File: src/rtl/quadrature_decoder_if.sv
// Encoder pins, control inputs and decoded position outputs of the quadrature decoder.
// master drives the encoder pins and controls; slave is the decoder itself.
interface quadrature_decoder_if #(
  parameter int N = 4
);
  logic         enable;
  logic         clear;
  logic         qa;
  logic         qb;
  logic [N-1:0] count;
  logic         dir;
  logic         step;
  logic         wrap;
  logic         err;

  modport master (output enable, clear, qa, qb, input count, dir, step, wrap, err);
  modport slave  (input enable, clear, qa, qb, output count, dir, step, wrap, err);
endinterface

File: src/rtl/quadrature_decoder.sv
// Quadrature encoder decoder: synchronise qa/qb, glitch-filter the pair, and run a
// Gray-phase FSM that drives an up/down modulo-2^N position count.
module quadrature_decoder #(
  parameter int N           = 4,
  parameter int SYNC_STAGES = 2,
  parameter int FILTER_LEN  = 3
) (
  input logic                 clk,
  input logic                 reset,
  quadrature_decoder_if.slave bus
);
  // The filter window reuses the tail of the synchroniser chain as sample history.
  localparam int DEPTH = SYNC_STAGES + FILTER_LEN - 1;
  localparam int NEWEST = SYNC_STAGES - 1;

  typedef enum logic [2:0] {INIT, S00, S01, S11, S10} state_t;

  logic [DEPTH-1:0][1:0] chain_q, chain_d;
  logic [DEPTH-1:0]      vld_pipe_q, vld_pipe_d;
  logic [1:0]            filt_q, filt_d;
  logic                  filt_vld_q, filt_vld_d;
  logic                  win_ok;

  state_t                state_q, state_d, nxt;
  logic [N-1:0]          count_q, count_d;
  logic                  dir_q, dir_d;
  logic                  step_q, step_d;
  logic                  wrap_q, wrap_d;
  logic                  err_q, err_d;
  logic [1:0]            delta;
  logic                  mv_up, mv_dn, bad;

  function automatic state_t to_state(input logic [1:0] ab);
    case (ab)
      2'b00:   return S00;
      2'b01:   return S01;
      2'b11:   return S11;
      default: return S10;
    endcase
  endfunction

  // Position along the up cycle S00->S01->S11->S10.
  function automatic logic [1:0] phase_idx(input state_t s);
    case (s)
      S01:     return 2'd1;
      S11:     return 2'd2;
      S10:     return 2'd3;
      default: return 2'd0;
    endcase
  endfunction

  always_comb begin
    chain_d    = {chain_q[DEPTH-2:0], {bus.qa, bus.qb}};
    vld_pipe_d = {vld_pipe_q[DEPTH-2:0], 1'b1};
    win_ok     = 1'b1;
    for (int i = NEWEST; i < DEPTH; i++)
      if (!vld_pipe_q[i] || chain_q[i] != chain_q[NEWEST]) win_ok = 1'b0;
    filt_d     = win_ok ? chain_q[NEWEST] : filt_q;
    filt_vld_d = filt_vld_q | win_ok;
  end

  always_comb begin
    state_d = state_q;
    count_d = count_q;
    dir_d   = dir_q;
    step_d  = 1'b0;
    wrap_d  = 1'b0;
    err_d   = err_q;
    mv_up   = 1'b0;
    mv_dn   = 1'b0;
    bad     = 1'b0;
    nxt     = to_state(filt_q);
    delta   = phase_idx(nxt) - phase_idx(state_q);
    if (filt_vld_q) begin
      if (state_q == INIT) begin
        state_d = nxt;
      end else if (nxt != state_q) begin
        state_d = nxt;
        case (delta)
          2'd1:    mv_up = 1'b1;
          2'd3:    mv_dn = 1'b1;
          default: bad   = 1'b1;
        endcase
      end
    end
    if (bad) err_d = 1'b1;
    if (bus.enable && mv_up) begin
      count_d = count_q + N'(1);
      dir_d   = 1'b1;
      step_d  = 1'b1;
      wrap_d  = &count_q;
    end
    if (bus.enable && mv_dn) begin
      count_d = count_q - N'(1);
      dir_d   = 1'b0;
      step_d  = 1'b1;
      wrap_d  = ~|count_q;
    end
    // Clear wins over a same-cycle step or illegal transition; dir and phase persist.
    if (bus.clear) begin
      count_d = '0;
      err_d   = 1'b0;
      step_d  = 1'b0;
      wrap_d  = 1'b0;
    end
  end

  always_ff @(posedge clk or posedge reset) begin
    if (reset) begin
      chain_q    <= '0;
      vld_pipe_q <= '0;
      filt_q     <= 2'b00;
      filt_vld_q <= 1'b0;
      state_q    <= INIT;
      count_q    <= '0;
      dir_q      <= 1'b1;
      step_q     <= 1'b0;
      wrap_q     <= 1'b0;
      err_q      <= 1'b0;
    end else begin
      chain_q    <= chain_d;
      vld_pipe_q <= vld_pipe_d;
      filt_q     <= filt_d;
      filt_vld_q <= filt_vld_d;
      state_q    <= state_d;
      count_q    <= count_d;
      dir_q      <= dir_d;
      step_q     <= step_d;
      wrap_q     <= wrap_d;
      err_q      <= err_d;
    end
  end

  assign bus.count = count_q;
  assign bus.dir   = dir_q;
  assign bus.step  = step_q;
  assign bus.wrap  = wrap_q;
  assign bus.err   = err_q;
endmodule
File: src/flat_wrapper.sv
// flat-port wrapper written by rule: the top's interface ports become plain ports
module quadrature_decoder_flat 
#(
  parameter int N           = 4,
  parameter int SYNC_STAGES = 2,
  parameter int FILTER_LEN  = 3
)
  (clk, reset, bus_enable, bus_clear, bus_qa, bus_qb, bus_count, bus_dir, bus_step, bus_wrap, bus_err);
  quadrature_decoder_if #(.N(N)) bus_i ();
  input logic clk;
  input logic reset;
  input wire logic [$bits(bus_i.enable)-1:0] bus_enable;
  input wire logic [$bits(bus_i.clear)-1:0] bus_clear;
  input wire logic [$bits(bus_i.qa)-1:0] bus_qa;
  input wire logic [$bits(bus_i.qb)-1:0] bus_qb;
  output wire logic [$bits(bus_i.count)-1:0] bus_count;
  output wire logic [$bits(bus_i.dir)-1:0] bus_dir;
  output wire logic [$bits(bus_i.step)-1:0] bus_step;
  output wire logic [$bits(bus_i.wrap)-1:0] bus_wrap;
  output wire logic [$bits(bus_i.err)-1:0] bus_err;
  assign bus_i.enable = bus_enable;
  assign bus_i.clear = bus_clear;
  assign bus_i.qa = bus_qa;
  assign bus_i.qb = bus_qb;
  assign bus_count = bus_i.count;
  assign bus_dir = bus_i.dir;
  assign bus_step = bus_i.step;
  assign bus_wrap = bus_i.wrap;
  assign bus_err = bus_i.err;
  quadrature_decoder #(.N(N), .SYNC_STAGES(SYNC_STAGES), .FILTER_LEN(FILTER_LEN)) u_core (.clk(clk), .reset(reset), .bus(bus_i));
endmodule
File: config.mk
export PLATFORM = sky130hd
export DESIGN_NAME = quadrature_decoder_flat
export DESIGN_NICKNAME = d
export VERILOG_FILES = /design/src/rtl/quadrature_decoder_if.sv /design/src/rtl/quadrature_decoder.sv /design/src/flat_wrapper.sv
export SDC_FILE = /design/constraint.sdc
export NUM_CORES = 1
export LEC_CHECK = 0
export BUFFER_PORTS_ARGS = -buffer_cell sky130_fd_sc_hd__buf_4
export CAP_MARGIN = 25
export CORE_MARGIN = 2
export CORE_UTILIZATION = 30
export DETAILED_ROUTE_END_ITERATION = 10
export GPL_TIMING_DRIVEN = 0
export PLACE_DENSITY = 0.52
export SLEW_MARGIN = 15
export SYNTH_ARGS = -nofsm -noshare
export SYNTH_HDL_FRONTEND = slang
export SYNTH_SLANG_ARGS = --single-unit
File: constraint.sdc
create_clock -name clk -period 4.2 [get_ports clk]
set_clock_uncertainty 0.1 [all_clocks]
set_input_delay 0.42 -clock clk [delete_from_list [all_inputs] [get_ports clk]]
set_output_delay 0.42 -clock clk [all_outputs]
set_load 0.005 [all_outputs]
==> results of run 1 <==
## what timing repair did
item                                   in CTS  in global routing
endpoints found under the hold margin       0                  5
setup buffers                               0                  0
hold buffers                                0                  1
gates resized for setup                     0                  0
## Yosys cell counts, types with 2 or more instances
master                    instances
sky130_fd_sc_hd__nor2b_1          2
sky130_fd_sc_hd__nand2_1          5
sky130_fd_sc_hd__dfrtp_1         25
sky130_fd_sc_hd__inv_1            5
sky130_fd_sc_hd__xnor2_1          3
sky130_fd_sc_hd__nor2_1          10
sky130_fd_sc_hd__mux2i_1          4
sky130_fd_sc_hd__a21oi_1          4
sky130_fd_sc_hd__nor3_1           4
sky130_fd_sc_hd__xor2_1           3
sky130_fd_sc_hd__and3_1           3
sky130_fd_sc_hd__ha_1             7
sky130_fd_sc_hd__o21ai_0          5
sky130_fd_sc_hd__nand3_1          2
## per-stage QoR
step | area [sq um] | setup WS (ps) | instances
after floorplan | 1185 | 1207 | 101
after global placement | 1335 | 955.9 | 161
after detailed placement | 1335 | 923.1 | 161
after CTS | 1406 | 907.7 | 165
after global routing | 1444 | 654.3 | 167
final | 1444 | 933.3 | 167
## state kept, by name (all words and copies together), names as in the netlist
signal / count
u_core.chain_d: 6
u_core.bus.count: 4
u_core.vld_pipe_q: 4
u_core.state_q: 3
u_core.chain_q: 2
u_core.filt_q: 2
u_core.bus.dir: 1
u_core.bus.err: 1
u_core.bus.step: 1
u_core.bus.wrap: 1
u_core.filt_vld_q: 1
## report_power, final
| part | switching, mW | internal [mW] | total [mW] |
|---|---|---|---|
| registers | 0.0423 | 0.290 | 0.333 |
| clock network | 0.0763 | 0.127 | 0.204 |
| logic | 0.133 | 0.134 | 0.267 |
## per-layer routing
layer | track usage | vias to the layer above
li1 | - | 382
met1 | 0.1118 | 350
met2 | 0.1600 | 8
met3 | 0.01520 | 5
met4 | 0.04592 | 0
met5 | 0 | -
## worst max path at each step
| stage | startpoint | to | slack, ps |
|---|---|---|---|
| after global routing | u_core.filt_q[0] | u_core.bus.count[3] | 650 |
| after global placement | u_core.filt_q[0] | u_core.bus.count[3] | 960 |
| final | u_core.filt_q[0] | u_core.bus.count[3] | 930 |
| after CTS | u_core.filt_q[0] | u_core.bus.count[3] | 910 |
| after detailed placement | u_core.filt_q[0] | u_core.bus.count[3] | 920 |
| after floorplan | u_core.filt_q[0] | u_core.bus.count[3] | 1210 |
## critical path, cell delays in order, from the launching register on
cell	delay (ps)
sky130_fd_sc_hd__dfrtp_1	410
sky130_fd_sc_hd__inv_1	100
sky130_fd_sc_hd__ha_1	360
sky130_fd_sc_hd__xor2_1	190
sky130_fd_sc_hd__a311oi_2	520
sky130_fd_sc_hd__and3_1	310
sky130_fd_sc_hd__ha_1	250
sky130_fd_sc_hd__a21o_1	150
sky130_fd_sc_hd__a21oi_1	170
sky130_fd_sc_hd__nand3_1	90
sky130_fd_sc_hd__mux2i_1	170
sky130_fd_sc_hd__mux2_1	330
## cells in the final DEF, fill, tap and decap left out, drive strengths merged
master,count
buf,14
nand3,2
dfstp,1
mux2i,4
nor4,1
and3b,1
or2,1
a311oi,1
nor2b,2
dfrtp,25
and3,3
nor2,10
xor2,3
nor3,4
dlygate4sd3,1
xnor2,3
o21a,1
ha,7
clkbuf,3
nand2,6
nand3b,1
xnor3,1
mux2,2
o221ai,1
fa,1
a21oi,5
conb,1
and4,1
inv,5
bufinv,1
a21o,1
o21ai,5
o31ai,1
## cell type report
| cell class | instances | area [sq um] |
|---|---|---|
| Buffer | 1 | 3.754 |
| Clock buffer | 3 | 41.29 |
| Clock inverter | 1 | 30.03 |
| Fill cell | 359 | 2272 |
| Inverter | 5 | 18.77 |
| Multi-Input combinational cell | 69 | 510.5 |
| Sequential cell | 26 | 651.9 |
| Tap cell | 48 | 60.06 |
| Timing Repair Buffer | 14 | 127.6 |
## cells by family after synthesis
kind of cell,Yosys count,share of synthesized area
other,1,0.003165
flip-flops,26,0.5502
XOR/XNOR,7,0.06336
adder cells (fa/ha/maj),8,0.09081
multiplexers,6,0.05280
AND/OR/NAND/NOR,32,0.1362
AO/OA/AOI/OAI,15,0.08448
buffers and inverters,6,0.01901
==> summary.txt, run 1 <==
Outcome
  • Status: finished clean

Place
  • Post-detail-place hpwl: 1329 um
  • Input/output buffers: 12
  • GPL Wtd Cong: 0.7633

Synthesis
  • Count of cell types in the netlist: 33
  • Synth Net Count: 115
  • Portion of the post-synthesis area used by sequential elements: 0.5502
  • Warnings from Yosys: 0
  • Area share of the largest cell type after synthesis: 0.5280
  • Leading register cell type out of synthesis: sky130_fd_sc_hd__dfrtp_1
  • Ys async rst share: 1.000
  • Cell type with the largest total area after synthesis: sky130_fd_sc_hd__dfrtp_1
  • Register bit total from synthesis: 26
  • Mean Syn Cell Area: 11.73 sq um
  • Cell area after synthesis: 0.001185 sq mm
  • Gate count after technology mapping: 101
  • Ranking of synthesized cells by area: sky130_fd_sc_hd__dfrtp_1, sky130_fd_sc_hd__ha_1, sky130_fd_sc_hd__mux2i_1, sky130_fd_sc_hd__nor2_1, sky130_fd_sc_hd__dfstp_2
  • Number of enable flip-flop cells after synthesis: 0

Detailed routing
  • Via/cell ratio: 4.461
  • DR pass1 iterations: 2
  • M1 WL: 818 um
  • Total length of routed met3 wires: 35 um
  • Vias: 745
  • Routed length on met2: 864 um
  • Final routed wirelength across all metal layers: 1764 um
  • DR DRC count: 0
  • Uppermost layer routed: met4
  • Count of nets left with antenna violations after detail routing: 0
  • Violation count after the first detailed-route iteration: 13
  • Avg WL per Cell: 10.56 um

STA
  • Final worst-path cycle share: 0.7778
  • Slew at the pin closest to its max-slew limit: 512.2 ps
  • Worst max-slew margin expressed relative to the limit: 0.6549
  • Finish-stage setup viols: 0
  • Final period demand of the worst path: 3267 ps
  • Final number of hold-violating endpoints: 0
  • Setup repair after global routing missed its margin: no
  • Hold Slack: 152.4 ps
  • Post-route setup TNS: 0 ps
  • Upper clock frequency limit: 306.1 MHz
  • Fin. max-slew vios: 0

Final layout
  • Final core utilization: 0.3886
  • Number of nets at the end of the flow: 134
  • Ant. Diodes: 0
  • Area growth from synthesis to final layout: 21.86%
  • Layout cell share with drive strength beyond 1: 0.1933

Clock network
  • Number of buffers added by the clock tree synthesis step: 3
  • Clk pin slew, worst setup/hold paths: 90 ps
  • Source-to-sink clock delay at the later pin of the worst-skew pair: 270 ps
  • Clk Tree Root Cell: sky130_fd_sc_hd__clkbuf_8
  • Number of H-tree levels: 1
  • Clk sinks: 26
  • TritonCTS clock tree: built
  • Clock buffer depth: 2

Floorplan
  • Die outline height: 66.85 um
  • Horizontal die dimension: 66.85 um
  • I/O pin count: 14
  • Std-Cell Rows: 22
  • Placeable core region: 0.003716 sq mm
  • Initial cell density of the core: 0.3189
  • Overall die area: 0.004468 sq mm

Critical path
  • Worst-path maximum fanout: 6
  • Data arrival time of the critical path: 3330 ps
  • Setup slack of the worst register-to-register path: 930 ps
  • Kind of end point of the critical path: register
  • Reg2Reg Launch Point: u_core.filt_q[0]
  • Required time at the endpoint of the critical path: 4260 ps
  • Startpoint kind of the worst setup timing path: register
  • Worst Reg-to-Reg Cells: 11
  • Reg2reg end: u_core.bus.count[3]
  • Critical setup path kind: reg -> reg

Hold path
  • Class of the tightest hold or removal check: in -> reg
  • WHS Path Cells: 1
  • End of the worst hold path: u_core.chain_d[2]
  • Hold Crit Start: bus_qb

GRT
  • Aggregate global routing overflow: 0
  • Wire length of the first global-routing pass: 3091 um
  • Vias in the first global route: 712
  • Number of antenna violations at the first check in global routing: 0
  • Maximum number of pins on one net before global-route repair: 27
  • GRT Resource Usage Total: 0.09296

Job
  • Max_cap viols: 0

Pwr
  • Max VDD drop: 0.2059 mV
  • Cell Pwr Density: 556.5 mW/mm^2
  • Cell leakage power: 0.7194 nW
  • Overall power consumption: 0.8035 mW
(Power assumes the default switching activity.)
==> run 2, diff against run 1 <==
ABC_AREA = 1   (was unset)
PLACE_DENSITY = 0.53   (was 0.52)
clock period = 2.9 ns   (was 4.2 ns; I/O delays follow)
==> run 2 against run 1 <==
Against the previous run: cell count grew 32%; clock-buffer cell count is the same; routed wire length grew 34%.
==> summary.txt, run 2 <==
Critical path
  • Critical setup path kind: reg -> reg
  • Worst-path maximum fanout: 4
  • Startpoint kind of the worst setup timing path: register
  • Cell breakdown of the critical path: inv_1 > ha_4 > inv_1 > ha_1 > inv_1 > nand4_2 > nor2_4 > nand3_1 > inv_2 > ha_4 > a21oi_2 > nand2_1 > xor2_1 > inv_1 > nand3_1 > nand3_1 > nand2_1
  • Kind of end point of the critical path: register
  • Worst path slowest cell: sky130_fd_sc_hd__dfrtp_1
  • Data arrival time of the critical path: 2810 ps
  • Critical Path Max Stage Delay: 370 ps
  • CP most frequent cell: sky130_fd_sc_hd__inv_1
  • Required time at the endpoint of the critical path: 2970 ps

Synthesis
  • Number of enable flip-flop cells after synthesis: 0
  • Register bit total from synthesis: 26
  • Mean Syn Cell Area: 8.905 sq um
  • Warnings from Yosys: 0
  • Portion of the post-synthesis area used by sequential elements: 0.5048
  • Count of cell types in the netlist: 24
  • Ys async rst share: 1.000
  • Gate count after technology mapping: 145
  • Ranking of synthesized cells by area: sky130_fd_sc_hd__dfrtp_1, sky130_fd_sc_hd__nand2_1, sky130_fd_sc_hd__inv_1, sky130_fd_sc_hd__ha_1, sky130_fd_sc_hd__nand3_1
  • Area share of the largest cell type after synthesis: 0.4845
  • Synth Net Count: 159
  • Leading register cell type out of synthesis: sky130_fd_sc_hd__dfrtp_1
  • Cell type with the largest total area after synthesis: sky130_fd_sc_hd__dfrtp_1
  • Post-synth top cells: sky130_fd_sc_hd__nand2_1, sky130_fd_sc_hd__dfrtp_1, sky130_fd_sc_hd__inv_1
  • Cell with the most instances after synthesis: sky130_fd_sc_hd__nand2_1
  • Cell area after synthesis: 0.001291 sq mm

Detailed routing
  • Violation count after the first detailed-route iteration: 56
  • Count of nets left with antenna violations after detail routing: 0
  • Final routed wirelength across all metal layers: 2355 um
  • DR pass1 iterations: 4
  • Vias: 995
  • Avg WL per Cell: 10.66 um
  • Via/cell ratio: 4.502
  • DR DRC count: 0

Pwr
  • Switching Power: 0.4902 mW
  • Int Pwr: 0.8487 mW
  • Sequential share of power: 0.363
  • Power share of the clock group: 0.220
  • Overall power consumption: 1.339 mW
  • Fraction of power spent switching nets: 0.3661
  • Gate power share: 0.417
  • Cell leakage power: 0.8680 nW
  • Max VDD drop: 0.3244 mV
  • Cell Pwr Density: 821.9 mW/mm^2

Final layout
  • Ant. Diodes: 0
  • Layout cell share with drive strength beyond 1: 0.2281
  • Filler cell count: 391
  • Max reg flops: 6
  • Most used cells in the layout excluding fill and tap cells: sky130_fd_sc_hd__nand2_1, sky130_fd_sc_hd__dfrtp_1, sky130_fd_sc_hd__inv_1
  • Final non-filler cell total: 221
  • Final core utilization: 0.4015
  • Most frequent standard cell in the layout excluding fill and tap cells: sky130_fd_sc_hd__nand2_1
  • Number of nets at the end of the flow: 186
  • Area growth from synthesis to final layout: 26.16%

Place
  • DP Cell Count: 208
  • Input/output buffers: 13
  • GPL Wtd Cong: 0.7603
  • Post-detail-place hpwl: 1791 um

Clock network
  • Source-to-sink clock delay at the later pin of the worst-skew pair: 270 ps
  • Clk Tree Root Cell: sky130_fd_sc_hd__clkbuf_8
  • Number of buffers added by the clock tree synthesis step: 3
  • Clock buffer depth: 2
  • Clk sinks: 26
  • TritonCTS clock tree: built
  • Clk pin slew, worst setup/hold paths: 90 ps
  • Number of H-tree levels: 1

Floorplan
  • Placeable core region: 0.004058 sq mm
  • Horizontal die dimension: 69.61 um
  • Std-Cell Rows: 23
  • I/O pin count: 14
  • Die outline height: 69.61 um
  • Overall die area: 0.004845 sq mm
  • Initial cell density of the core: 0.3182

GRT
  • Aggregate global routing overflow: 0
  • Number of antenna violations at the first check in global routing: 0
  • Vias in the first global route: 977
  • Wire length of the first global-routing pass: 4077 um
  • Maximum number of pins on one net before global-route repair: 27
  • GRT Resource Usage Total: 0.1031

STA
  • Post-route setup TNS: 0 ps
  • Fin. max-slew vios: 0
  • Finish-stage setup viols: 0
  • Slew at the pin closest to its max-slew limit: 513.5 ps
  • Final number of hold-violating endpoints: 0
  • Hold Slack: 20.85 ps
  • Upper clock frequency limit: 364.0 MHz
  • Worst max-slew margin expressed relative to the limit: 0.6573
  • Final period demand of the worst path: 2748 ps
  • Final worst-path cycle share: 0.9474

Job
  • Max_cap viols: 0

Hold path
  • Class of the tightest hold or removal check: in -> reg

Outcome
  • Status: finished clean
## run 2: cell type report
| type | instances | area [sq um] | share of cell area |
|---|---|---|---|
| timing repair buffer | 22 | 175.2 | 0.1075 |
| multi-input combinational | 92 | 566.8 | 0.3479 |
| inverter | 27 | 101.3 | 0.06221 |
| clock buffer | 3 | 41.29 | 0.02535 |
| clock inverter | 1 | 30.03 | 0.01843 |
| sequential | 26 | 651.9 | 0.4002 |
| tap | 50 | 62.56 | 0.03840 |
## run 2: per-layer routing
layer	track usage	wire, um
met5	0	0
met2	0.1677	1063
met3	0.02616	96
met4	0.03704	28
met1	0.1322	1166
## run 2: kinds of logic after synthesis
kind of cell,after synthesis,share of synthesized area
adder cells (fa/ha/maj),8,0.08333
buffers and inverters,27,0.07849
AND/OR/NAND/NOR,63,0.2306
flip-flops,26,0.5048
AO/OA/AOI/OAI,16,0.07267
other,1,0.002904
XOR/XNOR,4,0.02714
## run 2: final timing paths
check / cells after the start / from / to / slack [ps]
worst min-delay path: 1 / bus_qa / u_core.chain_d[3] / 20
worst max-delay path: 17 / u_core.filt_q[1] / u_core.bus.count[3] / 150
worst min register to register: 0 / u_core.chain_d[2] / u_core.chain_d[4] / 260
min in group asynchronous: 3 / reset / u_core.vld_pipe_q[3] / 500
max in group asynchronous: 4 / reset / u_core.state_q[2] / 1730
worst max register to register: 17 / u_core.filt_q[1] / u_core.bus.count[3] / 150
## run 2: power groups by stage
stage               logic (mW)  registers (mW)  clock network (mW)
floorplan                0.364           0.488                   0
global placement         0.474           0.496                   0
detailed placement       0.494           0.498                   0
CTS                      0.533           0.485               0.303
global route             0.630           0.496               0.319
finish                   0.558           0.486               0.294
## run 2: worst max-delay path, delay by kind of cell (launching register included)
kind	cells	cell delay (ps)
buffers and inverters	5	450
adder cells (fa/ha/maj)	3	790
AO/OA/AOI/OAI	1	130
flip-flops	1	370
XOR/XNOR	1	160
AND/OR/NAND/NOR	7	670
## run 2: repair_timing
| action | CTS | global route |
|---|---|---|
| hold buffers | 0 | 1 |
| pin swaps | 0 | 1 |
| resized for setup | 2 | 3 |
| gates cloned | 0 | 0 |
| buffers inserted | 4 | 3 |
| endpoints found under the hold margin | 0 | 11 |
| setup endpoints to repair | 1 | 1 |
## run 2: metrics by stage
| stage | instance area, sq um | setup slack (ps) |
|---|---|---|
| after floorplan | 1291 | 123.2 |
| after global placement | 1451 | -181.2 |
| after detailed placement | 1451 | -217.1 |
| after CTS | 1565 | 37.63 |
| after global routing | 1629 | -6.427 |
| final | 1629 | 152.5 |
==> run 3, diff against run 2 <==
PLACE_DENSITY = 0.51   (was 0.53)
clock period = 2.65 ns   (was 2.9 ns; I/O delays follow)
==> run 3 against run 2 <==
Against the previous run: utilization is 1.8 points higher; routed wire length increased by 2.0%; combinational power up 22%; sequential cell count is the same; critical path depth unchanged; clock-buffer cell count increased by 1; worst setup slack improved by 6.0 ps; sequential power grew 10%; global-route usage rose by 0.59 points; clock power shrank 15%; sequential share of layout area decreased by 1.6 points; largest power group unchanged.
==> summary.txt, run 3 (synthesized netlist as in run 2, its figures left out) <==
Hold path
  • Class of the tightest hold or removal check: in -> reg
  • End of the worst hold path: u_core.bus.step
  • WHS Path Cells: 2
  • Hold Crit Start: bus_clear

Job
  • Max_cap viols: 0

Place
  • Post-detail-place hpwl: 1791 um
  • Input/output buffers: 13
  • GPL Wtd Cong: 0.7238
  • Area post-placement: 0.001476 sq mm
  • DP Cell Count: 208

Final layout
  • Final non-filler cell total: 223
  • Most used cells in the layout excluding fill and tap cells: sky130_fd_sc_hd__nand2_1, sky130_fd_sc_hd__dfrtp_1, sky130_fd_sc_hd__inv_1, sky130_fd_sc_hd__buf_4, sky130_fd_sc_hd__nand3_1
  • Layout cell share with drive strength beyond 1: 0.3006
  • Max reg flops: 6
  • Ant. Diodes: 0
  • Number of nets at the end of the flow: 188
  • Finished Cell Area: 0.001702 sq mm
  • Most frequent standard cell in the layout excluding fill and tap cells: sky130_fd_sc_hd__nand2_1
  • Area growth from synthesis to final layout: 31.78%

Floorplan
  • Initial cell density of the core: 0.3182
  • Die outline height: 69.61 um
  • I/O pin count: 14
  • Overall die area: 0.004845 sq mm
  • Std-Cell Rows: 23
  • Placeable core region: 0.004058 sq mm
  • Horizontal die dimension: 69.61 um

Pwr
  • Max VDD drop: 0.3096 mV
  • Cell Pwr Density: 862.1 mW/mm^2
  • Cell leakage power: 0.8717 nW

STA
  • Post-route setup TNS: 0 ps
  • Upper clock frequency limit: 401.4 MHz
  • Final number of hold-violating endpoints: 0
  • Hold Slack: 104.1 ps
  • Finish-stage setup viols: 0
  • Final worst-path cycle share: 0.9402
  • Final period demand of the worst path: 2492 ps
  • Fin. max-slew vios: 0

Critical path
  • Data arrival time of the critical path: 2560 ps
  • Kind of end point of the critical path: register
  • Setup slack of the worst register-to-register path: 160 ps
  • Worst-path maximum fanout: 4
  • Cell breakdown of the critical path: buf_4 > ha_1 > nor2_2 > nand2_1 > nand2_1 > nand2_1 > nand3_1 > nand3_4 > inv_4 > ha_4 > a21oi_2 > nand2_2 > xor2_2 > inv_1 > nand3_1 > nand3_1 > nand2_1
  • Critical Path Max Stage Delay: 400 ps
  • Startpoint kind of the worst setup timing path: register
  • Critical setup path kind: reg -> reg
  • Worst Reg-to-Reg Cells: 17
  • Reg2Reg Launch Point: u_core.filt_q[0]
  • Required time at the endpoint of the critical path: 2710 ps
  • CP most frequent cell: sky130_fd_sc_hd__nand2_1
  • Worst path slowest cell: sky130_fd_sc_hd__dfrtp_1
  • Reg2reg end: u_core.bus.count[3]

GRT
  • GRT Resource Usage Total: 0.1090
  • Maximum number of pins on one net before global-route repair: 27
  • Aggregate global routing overflow: 0
  • Vias in the first global route: 987
  • Number of antenna violations at the first check in global routing: 0
  • Wire length of the first global-routing pass: 4312 um

Detailed routing
  • DR DRC count: 0
  • Avg WL per Cell: 10.77 um
  • Count of nets left with antenna violations after detail routing: 0
  • Via/cell ratio: 4.448
  • Final routed wirelength across all metal layers: 2401 um
  • DR pass1 iterations: 5
  • Vias: 992
  • Violation count after the first detailed-route iteration: 34

Outcome
  • Status: finished clean

Clock network
  • Number of buffers added by the clock tree synthesis step: 3
  • Clk pin slew, worst setup/hold paths: 90 ps
  • Clk Tree Root Cell: sky130_fd_sc_hd__clkbuf_8
  • Clock buffer depth: 2
  • TritonCTS clock tree: built
  • Clk sinks: 26
  • Source-to-sink clock delay at the later pin of the worst-skew pair: 260 ps
  • Number of H-tree levels: 1
==> run 3: timing repair <==
action / in CTS / in global routing
cloned: 0 / 0
pin swaps: 3 / 9
gates resized for setup: 4 / 13
hold buffers: 2 / 1
endpoints found under the setup margin: 1 / 1
hold endpoints to repair: 2 / 6
buffers inserted: 4 / 3
==> run 3: worst max-delay path: cells and delay by family, from the launching register on <==
kind	cells	cell delay (ps)
fa+ha+maj	2	420
flops	1	400
buf+inv	3	290
xor+xnor	1	150
compound gates	1	140
simple gates	10	900
==> run 3: metal layers <==
metal,vias up,part of all wire,GRT usage
met4,0,0.0042,0.03268
li1,508,-,-
met5,-,0,0
met1,473,0.50,0.1435
met3,2,0.021,0.02326
met2,9,0.48,0.1795
==> run 3: stage by stage <==
step	utilization	power, mW	setup WS, ps
floorplan	-	0.9470	42.18
global placement	0.3639	1.079	-187.8
detailed placement	0.3639	1.104	-237.1
CTS	0.3941	1.427	12.88
global route	0.4194	1.610	-11.48
finish	0.4194	1.467	158.4
==> run 3: worst max-delay path by stage <==
stage	from	endpoint	slack, ps	cells after the start
after CTS	u_core.filt_q[0]	u_core.bus.count[3]	10	17
after floorplan	u_core.filt_q[0]	u_core.bus.count[3]	40	17
after detailed placement	u_core.filt_q[0]	u_core.bus.count[3]	-240	17
after global placement	u_core.filt_q[0]	u_core.bus.count[3]	-190	17
after global routing	u_core.state_q[0]	u_core.bus.count[3]	-10	17
final	u_core.filt_q[0]	u_core.bus.count[3]	160	17
==> run 3: layout make-up <==
cell class | count | area, sq um
Fill cell | 401 | 2356
Inverter | 27 | 106.4
Clock buffer | 4 | 55.05
Sequential cell | 26 | 653.1
Multi-Input combinational cell | 92 | 616.8
Tap cell | 50 | 62.56
Timing Repair Buffer | 24 | 207.7
==> run 3: where the power goes <==
part	internal (mW)	switching [mW]	leakage, nW
Sequential	0.471	0.0647	0.320
Combinational	0.292	0.388	0.523
Clock	0.133	0.118	0.0288
